[config.mk]
export PLATFORM = sky130hd
export DESIGN_NAME = param_stack
export DESIGN_NICKNAME = d
export VERILOG_FILES = /design/src/rtl/stack_pkg.sv /design/src/rtl/stack_mem.sv /design/src/rtl/param_stack.sv
export SDC_FILE = /design/constraint.sdc
export NUM_CORES = 1
export LEC_CHECK = 0
export BUFFER_PORTS_ARGS = -buffer_cell sky130_fd_sc_hd__buf_2
export CAP_MARGIN = 20
export CORE_ASPECT_RATIO = 1.1
export CORE_MARGIN = 4
export CORE_UTILIZATION = 55
export CTS_BUF_LIST = sky130_fd_sc_hd__clkbuf_8
export DETAILED_ROUTE_END_ITERATION = 7
export PLACE_DENSITY = 0.71
export SYNTH_ARGS = -nofsm -noshare
export SYNTH_HDL_FRONTEND = slang
export SYNTH_SLANG_ARGS = --single-unit
[constraint.sdc]
create_clock -name clk -period 4.4 [get_ports clk]
set_input_delay 0.88 -clock clk [delete_from_list [all_inputs] [get_ports clk]]
set_output_delay 0.88 -clock clk [all_outputs]
set_load 0.02 [all_outputs]
[src/rtl/stack_pkg.sv]
// Shared defaults and command-priority encoding for the parameterised stack.
package stack_pkg;

  localparam int DEF_WIDTH = 8;
  localparam int DEF_DEPTH = 32;

  typedef enum logic [2:0] {
    CLR  = 3'd0,
    REPL = 3'd1,
    POP  = 3'd2,
    PUSH = 3'd3,
    PEEK = 3'd4,
    IDLE = 3'd5
  } cmd_e;

  // Priority: clear > push&pop > pop > push > tos.
  function automatic cmd_e decode_cmd(input logic clr, input logic psh,
                                      input logic pp, input logic pk);
    if (clr)            return CLR;
    else if (psh && pp) return REPL;
    else if (pp)        return POP;
    else if (psh)       return PUSH;
    else if (pk)        return PEEK;
    else                return IDLE;
  endfunction

endpackage

[src/rtl/stack_mem.sv]
// DEPTH x WIDTH storage: one synchronous write port, one asynchronous read port.
// No reset on contents; write takes effect on the rising edge.
module stack_mem #(
  parameter int WIDTH = 8,
  parameter int DEPTH = 32,
  parameter int AW    = $clog2(DEPTH)
) (
  input  logic             clk,
  input  logic             we,
  input  logic [AW-1:0]    waddr,
  input  logic [WIDTH-1:0] wdata,
  input  logic [AW-1:0]    raddr,
  output logic [WIDTH-1:0] rdata
);

  logic [WIDTH-1:0] mem [DEPTH];

  always_ff @(posedge clk) begin
    if (we) mem[waddr] <= wdata;
  end

  assign rdata = mem[raddr];

endmodule

[src/rtl/param_stack.sv]
// LIFO stack with prioritised clear/replace/pop/push/peek; reads return one cycle later.
// No backpressure: push when full and read when empty are dropped with an error pulse.
module param_stack
  import stack_pkg::*;
#(
  parameter int WIDTH = DEF_WIDTH,
  parameter int DEPTH = DEF_DEPTH
) (
  input  logic                       clk,
  input  logic                       rstN,
  input  logic                       push,
  input  logic                       pop,
  input  logic                       tos,
  input  logic                       clear,
  input  logic [WIDTH-1:0]           dataIn,
  output logic [WIDTH-1:0]           resStk,
  output logic                       resValid,
  output logic                       full,
  output logic                       empty,
  output logic [$clog2(DEPTH+1)-1:0] count,
  output logic                       overflow,
  output logic                       underflow
);

  localparam int CW = $clog2(DEPTH + 1);
  localparam int AW = $clog2(DEPTH);
  localparam logic [CW-1:0] ONE     = CW'(1);
  localparam logic [CW-1:0] DEPTH_C = CW'(DEPTH);

  cmd_e             cmd;
  logic [CW-1:0]    cnt_nxt;
  logic [WIDTH-1:0] res_nxt;
  logic             vld_nxt, ovf_nxt, unf_nxt;
  logic             wr_req, mem_we;
  logic [AW-1:0]    waddr, top_addr;
  logic [WIDTH-1:0] top_dat;

  assign empty    = (count == '0);
  assign full     = (count == DEPTH_C);
  assign cmd      = decode_cmd(clear, push, pop, tos);
  assign top_addr = AW'(count - ONE);

  // A write issued while reset is low must not land in memory.
  assign mem_we = wr_req && rstN;

  stack_mem #(.WIDTH(WIDTH), .DEPTH(DEPTH), .AW(AW)) u_mem (
    .clk   (clk),
    .we    (mem_we),
    .waddr (waddr),
    .wdata (dataIn),
    .raddr (top_addr),
    .rdata (top_dat)
  );

  always_comb begin
    cnt_nxt = count;
    res_nxt = resStk;
    vld_nxt = 1'b0;
    ovf_nxt = 1'b0;
    unf_nxt = 1'b0;
    wr_req  = 1'b0;
    waddr   = AW'(count);
    unique case (cmd)
      CLR: cnt_nxt = '0;
      REPL: begin
        if (empty) begin
          wr_req  = 1'b1;
          cnt_nxt = count + ONE;
          unf_nxt = 1'b1;
        end else begin
          res_nxt = top_dat;
          vld_nxt = 1'b1;
          wr_req  = 1'b1;
          waddr   = top_addr;
        end
      end
      POP: begin
        if (empty) begin
          unf_nxt = 1'b1;
        end else begin
          res_nxt = top_dat;
          vld_nxt = 1'b1;
          cnt_nxt = count - ONE;
        end
      end
      PUSH: begin
        if (full) begin
          ovf_nxt = 1'b1;
        end else begin
          wr_req  = 1'b1;
          cnt_nxt = count + ONE;
        end
      end
      PEEK: begin
        if (empty) begin
          unf_nxt = 1'b1;
        end else begin
          res_nxt = top_dat;
          vld_nxt = 1'b1;
        end
      end
      default: ;
    endcase
  end

  always_ff @(posedge clk or negedge rstN) begin
    if (!rstN) begin
      count     <= '0;
      resStk    <= '0;
      resValid  <= 1'b0;
      overflow  <= 1'b0;
      underflow <= 1'b0;
    end else begin
      count     <= cnt_nxt;
      resStk    <= res_nxt;
      resValid  <= vld_nxt;
      overflow  <= ovf_nxt;
      underflow <= unf_nxt;
    end
  end

endmodule

==> flow_summary.json <==
{
  "yosysTopAreaCell": "edfxtp_1",
  "final_net_count": 687,
  "ios": 33,
  "multiInputGateArea_um2": 2955,
  "cap_violations": 0,
  "clock_skew_ps": 14.65,
  "netlist_top_cells_count": "256 x edfxtp_1, 64 x mux4_2, 49 x nor2_1",
  "clock_sinks": 273,
  "p_seq_frac": 0.450,
  "antenna_cells": 0,
  "area_growth_syn_to_layout_pct": 12.20,
  "ys_ff_latch": 273,
  "dieArea_um2": 22770,
  "leakagePower_nw": 4.199,
  "die_w_um": 144.2,
  "tightest_slew_ps": 982.6,
  "endpoint_kind": "register",
  "rows": 54,
  "synthCells": 594,
  "timing.final.crit_period_ps": 3466,
  "vdd_drop_max_v": 0.0003462,
  "setup_tns_ps": 0,
  "p_per_area_nw_per_um2": 520.6,
  "wl_um": 23660,
  "drive_gt1_frac": 0.2967,
  "fillCellCount": 1334,
  "syn_avg_cell_area_um2": 18.90,
  "fmax_ghz": 0.2885,
  "drtIter0Drc": 674,
  "yosysMostFrequentCell": "edfxtp_1",
  "synthTopCellsByArea": "edfxtp_1 68%, mux4_2 13%, dfrtp_1 3.8%",
  "ys_types": 53,
  "synth-edff-count": 256,
  "synth_ff_type": "edfxtp_1",
  "cts_resized": 0,
  "antenna_left": 0,
  "worstSetupPathType": "register to register",
  "rsz0062_at_grt": "no",
  "dp.final_hpwl_um": 15080,
  "die_h_um": 157.9,
  "grt_max_degree": 45,
  "register_area_um2": 8117,
  "grt_pass1_wl_um": 36490,
  "p_sw_mw": 1.915,
  "grt_usage": 0.2168,
  "vias": 5964,
  "wire_per_inst_um": 24.83,
  "initial_core_util": 0.5633,
  "slew_headroom": 0.3425,
  "start_kind": "register",
  "cts_setup_buffers": 0,
  "clk_pin_slew_ps": 60,
  "cts_tree": "built",
  "final_area_um2": 12600,
  "required_ps": 4570,
  "grt_pass1_vias": 6048,
  "cp-startpoint": "count[0]",
  "avgViaCountPerCell": 6.258,
  "dpl_cell_area_um2": 11790,
  "port_buffers": 32,
  "hold_viol": 0,
  "numCtsBuffers": 41,
  "cts_hold_buf": 0,
  "critPathArrivalTime_ps": 3640,
  "clockBufferDepth": 3,
  "cts_root_buf": "clkbuf_8",
  "route.detailed.drc": 0,
  "antenna_found_initial": 0,
  "swShare": 0.2920,
  "gr-total-overflow": 0,
  "status": "finished, final reports clean",
  "yosys_warnings": 0,
  "power_frac_comb": 0.240,
  "post-route-period-util": 0.7877,
  "synth_fp_nets": 612,
  "worstSkewPairLatency_ps": 550,
  "finalWeightedCongestion": 0.9102,
  "async_reset_ff_frac": 0.06227,
  "clkPwrFrac": 0.310,
  "coreArea_um2": 19930,
  "syn-cell-area_um2": 11230,
  "htreeDepth": 2,
  "synth_top_area_frac": 0.6846,
  "min_path_type": "primary input to asynchronous set/reset pin",
  "yosysSeqAreaShare": 0.7225,
  "setup_viol_count_final": 0,
  "slew_viol_final": 0,
  "r2r-start": "count[0]",
  "first_pass_iters": 5,
  "power.internal_mw": 4.644,
  "worstPathMaxFanout": 14
}
## area by class of cell
type                            count  share of cell area
Multi-Input combinational cell    285              0.2346
Inverter                            8            0.002384
Sequential cell                   273              0.6443
Clock buffer                       43             0.04698
Tap cell                          252             0.02503
Timing Repair Buffer               60             0.02940
Clock inverter                     32             0.01738
## power groups by stage
stage	combinational, mW	clock [mW]	sequential (mW)
CTS	1.57	2.07	2.95
detailed placement	1.56	0	3.01
global route	1.67	2.20	2.96
finish	1.57	2.03	2.95
floorplan	1.05	0	3.05
global placement	1.55	0	3.00
## routing by layer
layer	global-route usage	routed length, um	vias up
li1	-	-	2579
met1	0.3126	9961	3064
met2	0.3479	11710	283
met3	0.03776	1545	38
met4	0.06175	443	0
met5	0	0	-
## worst paths after layout
path	to	depth (start not counted)	slack [ps]
max	u_mem.mem[23][3]	8	930
min	count[3]	1	290
max reg2reg	u_mem.mem[23][3]	8	930
min reg2reg	resStk[7]	1	500
max in group asynchronous	count[0]	1	3740
min in group clk	resStk[7]	1	500
## critical path, stage by stage (launching register included)
cell	delay [ps]
dfrtp_4	490
clkinv_1	180
ha_1	620
nor3b_1	300
xnor2_1	190
nand2b_1	240
mux2i_1	310
nand2_1	180
nor2_1	580
## placed cells by master (no fill, tap or decap), drive strengths merged, types with 3 or more instances in the layout
master,synthesis,layout
o31ai,4,4
ha,4,4
a32oi,5,5
o21bai,3,3
clkinv,1,17
clkbuf,6,43
inv,7,18
a221oi,8,8
xnor2,3,3
nor3,6,6
edfxtp,256,256
a21o,3,3
dfrtp,17,17
nand3,5,5
mux4,64,64
o21ai,12,12
bufinv,0,3
buf,22,60
mux2,9,9
a21oi,7,7
a31oi,4,4
o22a,3,3
a211oi,3,3
nand2,35,35
nor3b,3,3
a32o,8,8
nor2,49,49
mux2i,25,25
## flip-flops by register name, indices dropped and copies added, names as in the netlist
signal / flops
count: 6
underflow: 1
u_mem.mem: 256
overflow: 1
resValid: 1
resStk: 8
## cell families (layout without fill, tap and decap cells)
kind of cell / Yosys count / count (layout) / synth area share
flops: 273 / 273 / 0.7225
simple gates: 110 / 110 / 0.04435
mux: 98 / 98 / 0.1600
fa+ha+maj: 4 / 4 / 0.004457
buf+inv: 36 / 143 / 0.01549
xor+xnor: 5 / 5 / 0.004570
compound gates: 68 / 68 / 0.04858
## stage by stage
stage            util  power, mW  worst slack (ps)  instances  hold WS (ps)
2_1_floorplan       -      4.097             724.2        594         584.4
3_3_place_gp   0.5914      4.555             592.2        878         488.0
3_5_place_dp   0.5914      4.572             493.9        878         491.5
4_1_cts        0.6321      6.596             990.1        953         287.2
5_1_grt        0.6321      6.834             750.4        953         316.7
6_report       0.6321      6.559             934.0        953         291.3
(Power assumes the default switching activity.)
